`src/rtl/fpadd_share_arb.sv`:
```
// Shares one pipelined FP adder between the RISC5 core (port 0) and a coprocessor (port 1).
// Arbitrates, latches operands, sequences run/stall, and aborts a hung adder via a watchdog.
module fpadd_share_arb #(
    parameter int MAX_WAIT   = 15,
    parameter bit PRIO_FIXED = 1'b0
) (
    input  logic        clk,
    input  logic        rst,
    input  logic        r0_req,
    input  logic [1:0]  r0_op,
    input  logic [31:0] r0_x,
    input  logic [31:0] r0_y,
    output logic        r0_ack,
    input  logic        r1_req,
    input  logic [1:0]  r1_op,
    input  logic [31:0] r1_x,
    input  logic [31:0] r1_y,
    output logic        r1_ack,
    output logic [31:0] res,
    output logic        err,
    output logic        fa_run,
    output logic        fa_u,
    output logic        fa_v,
    output logic [31:0] fa_x,
    output logic [31:0] fa_y,
    input  logic        fa_stall,
    input  logic [31:0] fa_z
);

    typedef enum logic [1:0] {
        IDLE = 2'd0,
        RUN  = 2'd1,
        REJ  = 2'd2
    } state_t;

    state_t      state;
    state_t      nextState;
    logic        elig0;
    logic        elig1;
    logic        anyReq;
    logic        pick;
    logic        grantId;
    logic        lastServed;
    logic        finish;
    logic        finishErr;
    logic [1:0]  selOp;
    logic [31:0] selX;
    logic [31:0] selY;
    logic [7:0]  waitCnt;

    // A port whose ack is high this cycle is still holding req from the op just finished.
    assign elig0  = r0_req & ~r0_ack;
    assign elig1  = r1_req & ~r1_ack;
    assign anyReq = elig0 | elig1;
    assign pick   = (elig0 & elig1) ? (PRIO_FIXED ? 1'b0 : ~lastServed) : elig1;
    assign selOp  = pick ? r1_op : r0_op;
    assign selX   = pick ? r1_x : r0_x;
    assign selY   = pick ? r1_y : r0_y;
    assign fa_run = (state == RUN);

    always_ff @(posedge clk) begin
        if (rst) begin
            state <= IDLE;
        end else begin
            state <= nextState;
        end
    end

    always_comb begin
        nextState = state;
        unique case (state)
            IDLE: begin
                if (anyReq) begin
                    nextState = (selOp == 2'b11) ? REJ : RUN;
                end
            end
            RUN: begin
                if (finish) begin
                    nextState = IDLE;
                end
            end
            REJ:     nextState = IDLE;
            default: nextState = IDLE;
        endcase
    end

    always_comb begin
        finish    = 1'b0;
        finishErr = 1'b0;
        unique case (state)
            RUN: begin
                if (!fa_stall) begin
                    finish = 1'b1;
                end else if (waitCnt == 8'(MAX_WAIT - 1)) begin
                    finish    = 1'b1;
                    finishErr = 1'b1;
                end
            end
            REJ: begin
                finish    = 1'b1;
                finishErr = 1'b1;
            end
            default: begin
                finish    = 1'b0;
                finishErr = 1'b0;
            end
        endcase
    end

    // Operand latch, watchdog count, result capture and the round-robin pointer.
    always_ff @(posedge clk) begin
        if (rst) begin
            r0_ack     <= 1'b0;
            r1_ack     <= 1'b0;
            res        <= 32'd0;
            err        <= 1'b0;
            fa_u       <= 1'b0;
            fa_v       <= 1'b0;
            fa_x       <= 32'd0;
            fa_y       <= 32'd0;
            grantId    <= 1'b0;
            lastServed <= 1'b1;
            waitCnt    <= 8'd0;
        end else begin
            r0_ack <= finish & ~grantId;
            r1_ack <= finish & grantId;
            if (finish) begin
                err        <= finishErr;
                res        <= finishErr ? 32'd0 : fa_z;
                lastServed <= grantId;
            end
            if (state == IDLE && anyReq) begin
                grantId <= pick;
                fa_x    <= selX;
                fa_y    <= selY;
                fa_u    <= (selOp == 2'b01);
                fa_v    <= (selOp == 2'b10);
                waitCnt <= 8'd0;
            end else if (state == RUN) begin
                waitCnt <= waitCnt + 8'd1;
            end
        end
    end

endmodule
```
`config.mk`:
```
export PLATFORM = sky130hd
export DESIGN_NAME = fpadd_share_arb
export DESIGN_NICKNAME = d
export VERILOG_FILES = /design/src/rtl/fpadd_share_arb.sv
export SDC_FILE = /design/constraint.sdc
export NUM_CORES = 1
export LEC_CHECK = 0
export CAP_MARGIN = 25
export CORE_MARGIN = 5
export CORE_UTILIZATION = 34
export DETAILED_ROUTE_END_ITERATION = 12
export PLACE_DENSITY = 0.8
export SLEW_MARGIN = 20
export SYNTH_ARGS = -nofsm -noshare
export SYNTH_HDL_FRONTEND = slang
export SYNTH_SLANG_ARGS = --single-unit
```
`constraint.sdc`:
```
create_clock -name clk -period 1.55 [get_ports clk]
set_input_delay 0.31 -clock clk [delete_from_list [all_inputs] [get_ports clk]]
set_output_delay 0.31 -clock clk [all_outputs]
set_load 0.01 [all_outputs]
```
# [After elaboration in Yosys (flattened, before gate mapping)]
# Cells that the tools add are included.
[op_classes] n_addsub=1 n_eq_ne=8 mux=14 bitwise_logic=10 n_reduce_logical=4
[ops] op="2-to-1 mux 32 bit" n=3
[ops] op="adder 8 x 1 -> 8 bit, second input constant" n=1
[ops] op="equality test 8 x 4 -> 1 bit, second input constant" n=1
[ops] op="2-to-1 mux 2 bit" n=4
[ops] op="equality test 2 bit, second input constant" n=3
[ops] op="AND 1 bit" n=5
[ops] op="equality test 2 x 1 -> 1 bit, second input constant" n=2
[ops] op="2-to-1 mux 1 bit" n=4
[ops] op="inverter 1 bit" n=4
[ops] op="one-hot mux 1 bit (2 select lines)" n=2
[ops] op="one-hot mux 2 bit (2 select lines)" n=1
[ops] op="zero test 2 bit" n=1
[ops] op="!= test 2 x 1 -> 1 bit, second input constant" n=1
[ops] op="!= test 2 bit, second input constant" n=1
[ops] op="AND reduction 2 bit" n=1
[ops] op="OR reduction 2 bit" n=1
[ops] op="logical AND 1 bit" n=1
[ops] op="OR 1 bit" n=1
[word_totals] reg_bits=113 in_bits=169 elab_cells=49

# [Longest topological paths before layout]
[depth] ltp_word=9 ltp_mapped=7 depth_no_buf=6

# [Worst setup path after synthesis]
# No wires, ideal clock.
[synth_path] path_kind="register to register" start="register state[0]" end="register res[10]" setup_time_ns=0.117 t_arrival_ns=1.537 slack_ns=-0.103 path_stages_with_launch=8 n_path_buf=1 period_less_slack_ns=1.653 path_cell_list="dfxtp_1 -> inv_1 -> ha_1 -> nor4b_1 -> a22o_2 -> a21oi_4 -> buf_6 -> a22o_1"
[synth_between] elab_chain_len=3
[synth_lines] element="start, declared" line_no="36" text="state_t state;"
[synth_lines] element="start signal, assigned" line_no="65" text="state <= nextState;"
[synth_lines] element="equality test 2 bit / equality test 2 x 1 -> 1 bit (equally long branches)" line_no="90" text="unique case (state)"
[synth_lines] element="one-hot mux 1 bit (2 select lines)" line_no="90"
[synth_lines] element="2-to-1 mux 32 bit" line_no="129" text="res <= finishErr ? 32'd0 : fa_z;"
[synth_lines] element="end signal, assigned" line_no="129"
[synth_lines] element="end, declared" line_no="19" text="output logic [31:0] res,"
# Several ways; a longest one is shown, not always the timed one.
# A chain may end at the register's enable or synchronous reset.

# [Worst setup path in the final report]
[layout_path] start="register state[1]" end="register res[26]"
# The elaborated chain is that of the path after synthesis.

==> flow_summary.ini <==
[detailed_routing]
route.detailed.drc = 0
wl_mm = 15.38
drt_iter0_drc = 257
firstDrtPassIters = 5
vias = 4786
ant_nets = 0
vias_per_cell = 4.869
wl_per_cell_um = 15.64

[critical_path]
slowest_stage = dfxtp_2
crit_path_cell_trace = inv_4 > ha_4 > nor4b_4 > a22o_4 > a21oi_4 > buf_12 > a22o_1
cp_slowest_stage_delay_ns = 0.35
end_kind = flop
cp_data_arrival_time_ns = 1.98
worstSetupPathType = flop to flop
critPathLaunchType = flop
cp.required_ns = 1.89
crit_fanout = 32

[sta]
rsz0062_at_grt = true
worst_hold_slack_ns = 0.4639
period_share_pct = 105.8
fin_ws_ns = -0.08916
max_freq_mhz = 610.1
maxSlewViolCount = 0
finalHoldViolCount = 0
skew_ns = 0.008932
slew-limit-headroom_pct = 78.09
finalSetupViolations = 34
tightest_slew_ns = 0.3272
period_minus_slack_ns = 1.639

[global_routing]
grt.overflow.total = 0
grt_usage_pct = 18.79
antenna_found_initial = 0
grt_pass1_vias = 4754
grt_max_degree = 67
grt_pass1_wl_mm = 24.00

[clock_tree]
ctsHoldBuffers = 0
cts_tree = built
clkTransAtPathRegs_ns = 0.05
cts_buffer_depth = 2
htreeDepth = 4
clock_latency_ns = 0.41
cts_root_buf = clkbuf_16
cts_made_buffers = 17
cts.sinks = 113

[outcome]
violations = negative setup slack
outcome = finished with violations

[logic_synthesis]
async_flop_share_pct = 0
synth_area_leaders = dfxtp_1 (50%), nand2_1 (11%), a31oi_1 (9.1%), o21ai_0 (7.3%), a22o_1 (6.2%)
post-synth-top-count-cell = nand2_1
synth_cells = 525
synth-main-ff-cell = dfxtp_1
synth_cell_types = 40
yosysTopAreaCellShare_pct = 50.12
syn_nets = 699
ys_seq_area_share_pct = 50.12
synth.avg_cell_area_um2 = 8.596
syn-cell-area_um2 = 4513
ys_seq_elements = 113
ys_warn_count = 0
synthTopCellsByCount = nand2_1 (135), dfxtp_1 (113), a31oi_1 (66), o21ai_0 (66), a22o_1 (32)
synth_area_leader_cell = dfxtp_1
synth-edff-count = 0

[die]
core_um2 = 13140
io_pins = 271
fp-row-count = 42
initial_core_util_pct = 34.35
die_x_um = 125.2
die_h_um = 125.2
fp.dieArea_um2 = 15680

[finish]
antenna_cells = 0
layout.nets = 971
syn2layout_area_growth_pct = 79.29
layout-drive-gt1-share_pct = 10.29
fin_util_pct = 61.59
stdcell_count = 983
stdcell_area_um2 = 8092
multiInputGateArea_um2 = 2098
regArea_um2 = 2268
fillers = 1136

[power_and_ir_drop]
p_leak_uw = 0.003537
fin_total_pwr_uw = 9445
ir_drop_mv = 0.7338
power.density_nw_per_um2 = 1167

[run]
cap_violations = 0

[placement]
port_buffers = 270
dpl.hpwl_mm = 11.21
dp.cells = 954
routabilityCongestion = 0.8428
placed_area_um2 = 7586

[worst_hold_path]
hp-class = primary input to flop
==> routing by layer <==
layer	track usage (%)	share of wire [%]	vias up
met5	0	0	-
met4	7.589	2.2	0
met3	6.695	7.3	23
met2	33.09	50	183
met1	20.59	40	2182
li1	-	-	2398
==> worst max-delay path: cells and delay by family, from the launching register on <==
family / cells / cell delay (ns)
and+or+nand+nor: 1 / 0.12
AOI/OAI and AO/OA: 3 / 0.61
adders and majority gates: 1 / 0.23
DFF: 1 / 0.35
buffers and inverters: 2 / 0.25
==> placed cells by master (no fill, tap or decap), types with 4 or more instances in the layout <==
cell	n
a22o_1	32
nor2_1	15
clkdlybuf4s50_1	168
dfxtp_1	110
xnor2_1	4
a31oi_1	66
o21ai_0	66
nand3b_1	4
nand2_1	135
clkbuf_16	17
clkbuf_8	8
dlygate4sd2_1	101
buf_4	21
buf_12	7
==> what timing repair did <==
item	in CTS	in global routing
endpoints found under the hold margin	0	0
cloned	0	0
gates resized for setup	110	6
setup endpoints to repair	139	39
buffers inserted	0	0
pin swaps	3	1
==> sequential cells by signal, indices dropped and copies added, names as in the netlist <==
register    flops
res            32
fa_x           32
fa_v            1
state           2
fa_y           32
waitCnt         8
lastServed      1
grantId         1
r1_ack          1
fa_u            1
r0_ack          1
err             1
==> metrics by stage <==
step	setup slack (ns)	setup TNS, ns
after floorplan	0.006267	0
after global placement	-0.2242	-19.22
after detailed placement	-0.2963	-22.94
after CTS	-0.09737	-2.355
after global routing	-0.1619	-4.631
final	-0.08916	-2.156
==> cell families (layout without fill, tap and decap cells) <==
logic type      Yosys count  count (layout)  synth area share (%)
simple gates            169             169                 15.44
flops                   113             113                 50.12
buf+inv                  51             333                 5.406
fa+ha+maj                 5               5                 1.386
mux                       4               4                0.9149
compound gates          176             176                 25.37
xor+xnor                  7               7                 1.358
==> final timing paths <==
path / end / from / slack, ns / cells after the start
hold / removal: fa_x[27] / r1_x[27] / 0.46 / 3
hold reg to reg: res[29] / res[29] / 0.47 / 1
setup / recovery: res[26] / state[1] / -0.09 / 7
setup reg to reg: res[26] / state[1] / -0.09 / 7
==> power breakdown <==
group          switching (uW)  total, uW  internal, uW
logic                    1060       2240          1170
clock network            1260       3770          2520
registers                 174       3440          3260
total                    2490       9450          6950
==> cell type report <==
| class | instances | area share, % |
|---|---|---|
| Inverter | 5 | 0.2938 |
| Clock buffer | 26 | 6.665 |
| Sequential cell | 113 | 28.03 |
| Clock inverter | 3 | 0.5567 |
| Multi-Input combinational cell | 361 | 25.93 |
| Tap cell | 176 | 2.722 |
| Timing Repair Buffer | 299 | 35.80 |
Note: power is estimated with default switching activity, not from simulation.
